===== src/rtl/pb_timer_port.sv =====
// pb_timer_port: 16-bit prescaled down-counting timer on the KCPSM6 port bus.
// Eight byte registers sit at BASE_ADDR..BASE_ADDR+7. Read data is registered
// every cycle from port_id_i and is zero outside this block's window, so several
// responders can be OR-combined into in_port. The interrupt request is a level
// that stays high until interrupt_ack_i.
module pb_timer_port #(
    parameter logic [7:0] BASE_ADDR = 8'h10
) (
    input  logic       clk_i,
    input  logic       rst_ni,
    input  logic [7:0] port_id_i,
    input  logic       write_strobe_i,
    input  logic       read_strobe_i,
    input  logic [7:0] out_port_i,
    output logic [7:0] data_o,
    output logic       interrupt_req_o,
    input  logic       interrupt_ack_i
);

    localparam logic [2:0] OFF_CTRL     = 3'd0;
    localparam logic [2:0] OFF_RELOAD_L = 3'd1;
    localparam logic [2:0] OFF_RELOAD_H = 3'd2;
    localparam logic [2:0] OFF_COUNT_L  = 3'd3;
    localparam logic [2:0] OFF_COUNT_H  = 3'd4;
    localparam logic [2:0] OFF_STATUS   = 3'd5;
    localparam logic [2:0] OFF_PRESCALE = 3'd6;

    // Reads have no side effects, so the read qualifier is deliberately unused.
    logic unused_read_strobe;
    assign unused_read_strobe = read_strobe_i;

    logic        ctrl_en;
    logic        ctrl_auto;
    logic        ctrl_ie;
    logic [15:0] reload;
    logic [15:0] count;
    logic [15:0] snapshot;
    logic [7:0]  prescale;
    logic [7:0]  pcnt;
    logic        exp_flag;

    logic        in_range;
    logic [2:0]  offset;
    logic        wr_ctrl;
    logic        wr_reload_l;
    logic        wr_reload_h;
    logic        wr_status;
    logic        wr_prescale;
    logic        arm;
    logic        tick;
    logic        tick_eff;
    logic        expire;
    logic [7:0]  rd_mux;

    // Address decode: the upper five bits select this block, the low three the register.
    assign in_range    = (port_id_i[7:3] == BASE_ADDR[7:3]);
    assign offset      = port_id_i[2:0];
    assign wr_ctrl     = write_strobe_i && in_range && (offset == OFF_CTRL);
    assign wr_reload_l = write_strobe_i && in_range && (offset == OFF_RELOAD_L);
    assign wr_reload_h = write_strobe_i && in_range && (offset == OFF_RELOAD_H);
    assign wr_status   = write_strobe_i && in_range && (offset == OFF_STATUS);
    assign wr_prescale = write_strobe_i && in_range && (offset == OFF_PRESCALE);

    // Arming happens only on an EN 0->1 transition; rewriting EN=1 leaves the count alone.
    assign arm      = wr_ctrl && out_port_i[0] && !ctrl_en;
    assign tick     = ctrl_en && (pcnt == prescale);
    // A CTRL write in the same cycle takes priority and swallows the tick.
    assign tick_eff = tick && !wr_ctrl;
    assign expire   = tick_eff && (count == 16'h0000);

    // Control bits: software writes, and a one-shot expiry drops EN.
    always_ff @(posedge clk_i or negedge rst_ni) begin
        if (!rst_ni) begin
            ctrl_en   <= 1'b0;
            ctrl_auto <= 1'b0;
            ctrl_ie   <= 1'b0;
        end else if (wr_ctrl) begin
            ctrl_en   <= out_port_i[0];
            ctrl_auto <= out_port_i[1];
            ctrl_ie   <= out_port_i[2];
        end else if (expire && !ctrl_auto) begin
            ctrl_en   <= 1'b0;
        end
    end

    // Reload and prescale registers are plain software-written bytes.
    always_ff @(posedge clk_i or negedge rst_ni) begin
        if (!rst_ni) begin
            reload   <= 16'h0000;
            prescale <= 8'h00;
        end else begin
            if (wr_reload_l) reload[7:0]  <= out_port_i;
            if (wr_reload_h) reload[15:8] <= out_port_i;
            if (wr_prescale) prescale     <= out_port_i;
        end
    end

    // Prescaler: counts 0..P while enabled, frozen during a CTRL write, cleared on arm.
    always_ff @(posedge clk_i or negedge rst_ni) begin
        if (!rst_ni) begin
            pcnt <= 8'h00;
        end else if (arm) begin
            pcnt <= 8'h00;
        end else if (ctrl_en && !wr_ctrl) begin
            pcnt <= tick ? 8'h00 : pcnt + 8'h01;
        end
    end

    // Main counter: load on arm, decrement per tick, reload or stop at expiry.
    always_ff @(posedge clk_i or negedge rst_ni) begin
        if (!rst_ni) begin
            count <= 16'h0000;
        end else if (arm) begin
            count <= reload;
        end else if (tick_eff) begin
            if (count != 16'h0000) begin
                count <= count - 16'h0001;
            end else if (ctrl_auto) begin
                count <= reload;
            end
        end
    end

    // Sticky expiry flag: setting beats a simultaneous write-1-to-clear.
    always_ff @(posedge clk_i or negedge rst_ni) begin
        if (!rst_ni) begin
            exp_flag <= 1'b0;
        end else if (expire) begin
            exp_flag <= 1'b1;
        end else if (wr_status && out_port_i[0]) begin
            exp_flag <= 1'b0;
        end
    end

    // Interrupt request: IE=0 write clears, expiry sets (beating ack), ack clears.
    always_ff @(posedge clk_i or negedge rst_ni) begin
        if (!rst_ni) begin
            interrupt_req_o <= 1'b0;
        end else if (wr_ctrl && !out_port_i[2]) begin
            interrupt_req_o <= 1'b0;
        end else if (expire && ctrl_ie) begin
            interrupt_req_o <= 1'b1;
        end else if (interrupt_ack_i) begin
            interrupt_req_o <= 1'b0;
        end
    end

    // Read mux: select the addressed register, zero outside the window.
    always_comb begin
        rd_mux = 8'h00;
        if (in_range) begin
            case (offset)
                OFF_CTRL:     rd_mux = {5'b00000, ctrl_ie, ctrl_auto, ctrl_en};
                OFF_RELOAD_L: rd_mux = reload[7:0];
                OFF_RELOAD_H: rd_mux = reload[15:8];
                OFF_COUNT_L:  rd_mux = count[7:0];
                OFF_COUNT_H:  rd_mux = snapshot[15:8];
                OFF_STATUS:   rd_mux = {6'b000000, interrupt_req_o, exp_flag};
                OFF_PRESCALE: rd_mux = prescale;
                default:      rd_mux = 8'h00;
            endcase
        end
    end

    // Registered read data plus the COUNT snapshot taken whenever COUNT_LO is addressed,
    // so a following COUNT_HI read matches the low byte already returned.
    always_ff @(posedge clk_i or negedge rst_ni) begin
        if (!rst_ni) begin
            data_o   <= 8'h00;
            snapshot <= 16'h0000;
        end else begin
            data_o <= rd_mux;
            if (in_range && (offset == OFF_COUNT_L)) begin
                snapshot <= count;
            end
        end
    end

endmodule


===== config.mk =====
export PLATFORM = sky130hd
export DESIGN_NAME = pb_timer_port
export DESIGN_NICKNAME = d
export VERILOG_FILES = /design/src/rtl/pb_timer_port.sv
export SDC_FILE = /design/constraint.sdc
export NUM_CORES = 1
export LEC_CHECK = 0
export CAP_MARGIN = 10
export CORE_ASPECT_RATIO = 0.6
export CORE_UTILIZATION = 50
export CTS_CLUSTER_SIZE = 8
export DETAILED_ROUTE_END_ITERATION = 8
export DONT_BUFFER_PORTS = 1
export PLACE_DENSITY = 0.63
export SETUP_SLACK_MARGIN = 0.02
export SYNTH_ARGS = -nofsm -noshare
export SYNTH_HDL_FRONTEND = slang
export SYNTH_SLANG_ARGS = --single-unit

===== constraint.sdc =====
create_clock -name clk_i -period 2.65 [get_ports clk_i]
set_input_delay 0.6625 -clock clk_i [delete_from_list [all_inputs] [get_ports clk_i]]
set_output_delay 0.6625 -clock clk_i [all_outputs]
set_load 0.03 [all_outputs]

==> impl_metrics.yaml <==
sta:
  slew_headroom_pct: 43.3
  max_freq_mhz: 402
  period_minus_slack_ns: 2.49
  hold_viol_final: 0
  post-route-period-util_pct: 93.9
  whs_ns: 0.0255
  tightest_slew_ns: 0.850
  finalClockSkew_ns: 0.00698
  drv_slew: 0
  rsz0062_at_grt: "true"
  setup_viol: 0
  fin_tns_setup_ns: 0
global_routing:
  grt_max_degree: 70
  grt_overflow: 0
  track_usage_pct: 28.2
  antenna_found_initial: 0
  grt_pass1_vias: 2907
  grt_first_pass_wirelength_um: 16400
power_and_ir_drop:
  power_frac_comb_pct: 28.5
  irDropWorstVdd_uv: 467
  finalPower_mw: 3.49
  clkPwrFrac_pct: 30.8
  p_switching_mw: 1.22
  p_sw_share_pct: 35.1
  leakagePower_nw: 1.89
  p_seq_share_pct: 40.7
  powerDensity_nw_per_um2: 825
  internal_power_mw: 2.26
routing:
  avgViaCountPerCell: 6.15
  wl_met1_um: 5100
  highest_layer: "met4"
  ant_nets: 0
  wl_met2_um: 4060
  avgRoutedWirePerCell_um: 20.7
  drt_iter0_markers: 268
  wl_um: 10100
  vias: 3009
  wl_met3_um: 824
  drc_errors: 0
  first_pass_iters: 6
final_layout:
  diodes: 0
  nets: 405
  syn2layout_area_growth_pct: 10.7
  final_area_um2: 4220
  layout-drive-gt1-share_pct: 23.6
  fin_cells: 489
logic_synthesis:
  ys_ff_latch: 69
  synth_cell_types: 60
  seq_area_frac_synth_pct: 45.3
  synth_top_cell_by_area: "dfrtp_1"
  synth.avg_cell_area_um2: 10.2
  synthArstFlopShare_pct: 100
  synthDominantCellAreaShare_pct: 45.3
  syn_nets: 398
  synth_area_leaders: "dfrtp_1 (45%), mux2_2 (10%), a21oi_1 (3.9%)"
  synthFlopType: "dfrtp_1"
  synth.most_common_cell: "dfrtp_1"
  synthCells: 374
  synth_edf_count: 0
  synthTopCellsByCount: "dfrtp_1 (69), mux2_2 (34), a21oi_1 (30), nand2_1 (30), nand3_1 (22)"
  syn_area_um2: 3810
  yosysWarnings: 0
critical_path:
  cp_slowest_cell: "nor3_1"
  arrival_ns: 2.71
  endpoint_kind: "register"
  crit_chain: "nor4_4 -> nand2b_2 -> nor3_1 -> o31ai_4 -> buf_4 -> a21oi_1 -> a21oi_2"
  start_kind: "register"
  r2r_slack_ns: 0.16
  cp_max_fo: 12
  slowest_delay_ns: 0.60
  crit_required_ns: 2.87
  critPathKind: "register to register"
clock_network:
  clock-root-buffer: "clkbuf_16"
  clock_path_buffers: 2
  htree_num_levels: 3
  hold_buffers: 0
  cts_tree: "done"
  cts.sinks: 69
  clkTransAtPathRegs_ns: 0.06
  clk_latency_ns: 0.33
  numCtsBuffers: 9
  cts_setup_buffers: 0
die:
  coreArea_um2: 7330
  initial_core_util_pct: 52.1
  die_area_um2: 7990
  ios: 30
  fp.dieW_um: 115
  die_y_um: 69.7
  std_cell_rows: 24
placement:
  dpl_cell_area_um2: 3940
  placedCellCount: 473
  place_congestion: 0.854
  io_buffers: 0
  dpl.hpwl_um: 7250
worst_hold_path:
  hp-class: "primary input to async pin"
flow_run:
  maxCapViolations: 0
outcome:
  status: "finished clean"
area by class of cell:
cell class	instances	area, um^2
clock inverter	5	27.5
fill	678	3100
tap	104	130
multi-input combinational	281	1970
sequential	69	1730
timing repair buffer	15	113
clock buffer	10	239
inverter	5	18.8
layout by cell type, fill, tap and decap left out, types with 5 or more instances in the layout:
| cell type | n |
|---|---|
| a21oi_1 | 30 |
| a21oi_2 | 10 |
| buf_4 | 15 |
| clkbuf_16 | 9 |
| dfrtp_1 | 69 |
| inv_1 | 5 |
| mux2_2 | 34 |
| mux2i_1 | 9 |
| nand2_1 | 30 |
| nand2b_1 | 7 |
| nand3_1 | 22 |
| nand4_1 | 9 |
| nor2_1 | 21 |
| nor3_1 | 6 |
| o21ai_0 | 17 |
| o21ai_1 | 7 |
| xnor2_1 | 8 |
stage by stage:
| step | util (%) | setup slack (ns) |
|---|---|---|
| after floorplan | - | 0.451 |
| after global placement | 53.7 | -0.0116 |
| after detailed placement | 53.7 | -0.0385 |
| after CTS | 57.5 | 0.0262 |
| after global routing | 57.6 | 0.0131 |
| final | 57.6 | 0.163 |
registers in the layout (all words and copies together), names as in the netlist, 8 cells and up:
register and count:
reload 16, snapshot 8, data_o 8, prescale 8, pcnt 8, count 16
what timing repair did:
action / in CTS / in global routing
hold endpoints to repair: 0 / 0
gates resized for setup: 0 / 1
gates cloned: 1 / 0
setup endpoints to repair: 2 / 10
routing by layer:
layer | vias up | GRT usage, %
li1 | 1389 | -
met1 | 1505 | 44.1
met2 | 103 | 35.3
met3 | 12 | 9.88
met4 | 0 | 8.51
met5 | - | 0
critical path, delay by kind of cell, from the launching register on:
kind / cells / cell delay, ns
buffers and inverters: 1 / 0.23
AOI/OAI and AO/OA: 3 / 0.46
and+or+nand+nor: 3 / 1.16
DFF: 1 / 0.51
power groups by stage:
stage	combinational, mW	sequential [mW]	clock (mW)
floorplan	0.815	1.34	0
finish	0.994	1.42	1.07
detailed placement	0.964	1.43	0
global route	1.12	1.45	1.15
global placement	0.945	1.43	0
CTS	0.976	1.41	1.09
logic make-up after synthesis:
family | share of synthesized area, %
xor+xnor | 2.30
buf+inv | 3.71
fa+ha+maj | 0.984
simple gates | 18.6
compound gates | 16.1
mux | 13.0
flops | 45.3
worst paths after layout:
path	start	end	cells past startpoint
setup / recovery	count[7]	count[4]	7
hold / removal	rst_ni	data_o[7]	0
setup reg to reg	count[7]	count[4]	7
hold reg to reg	ctrl_ie	ctrl_ie	2
max in group asynchronous	rst_ni	reload[12]	0
min in group clk_i	out_port_i[0]	ctrl_en	2
Note: power is estimated with default switching activity, not from simulation.
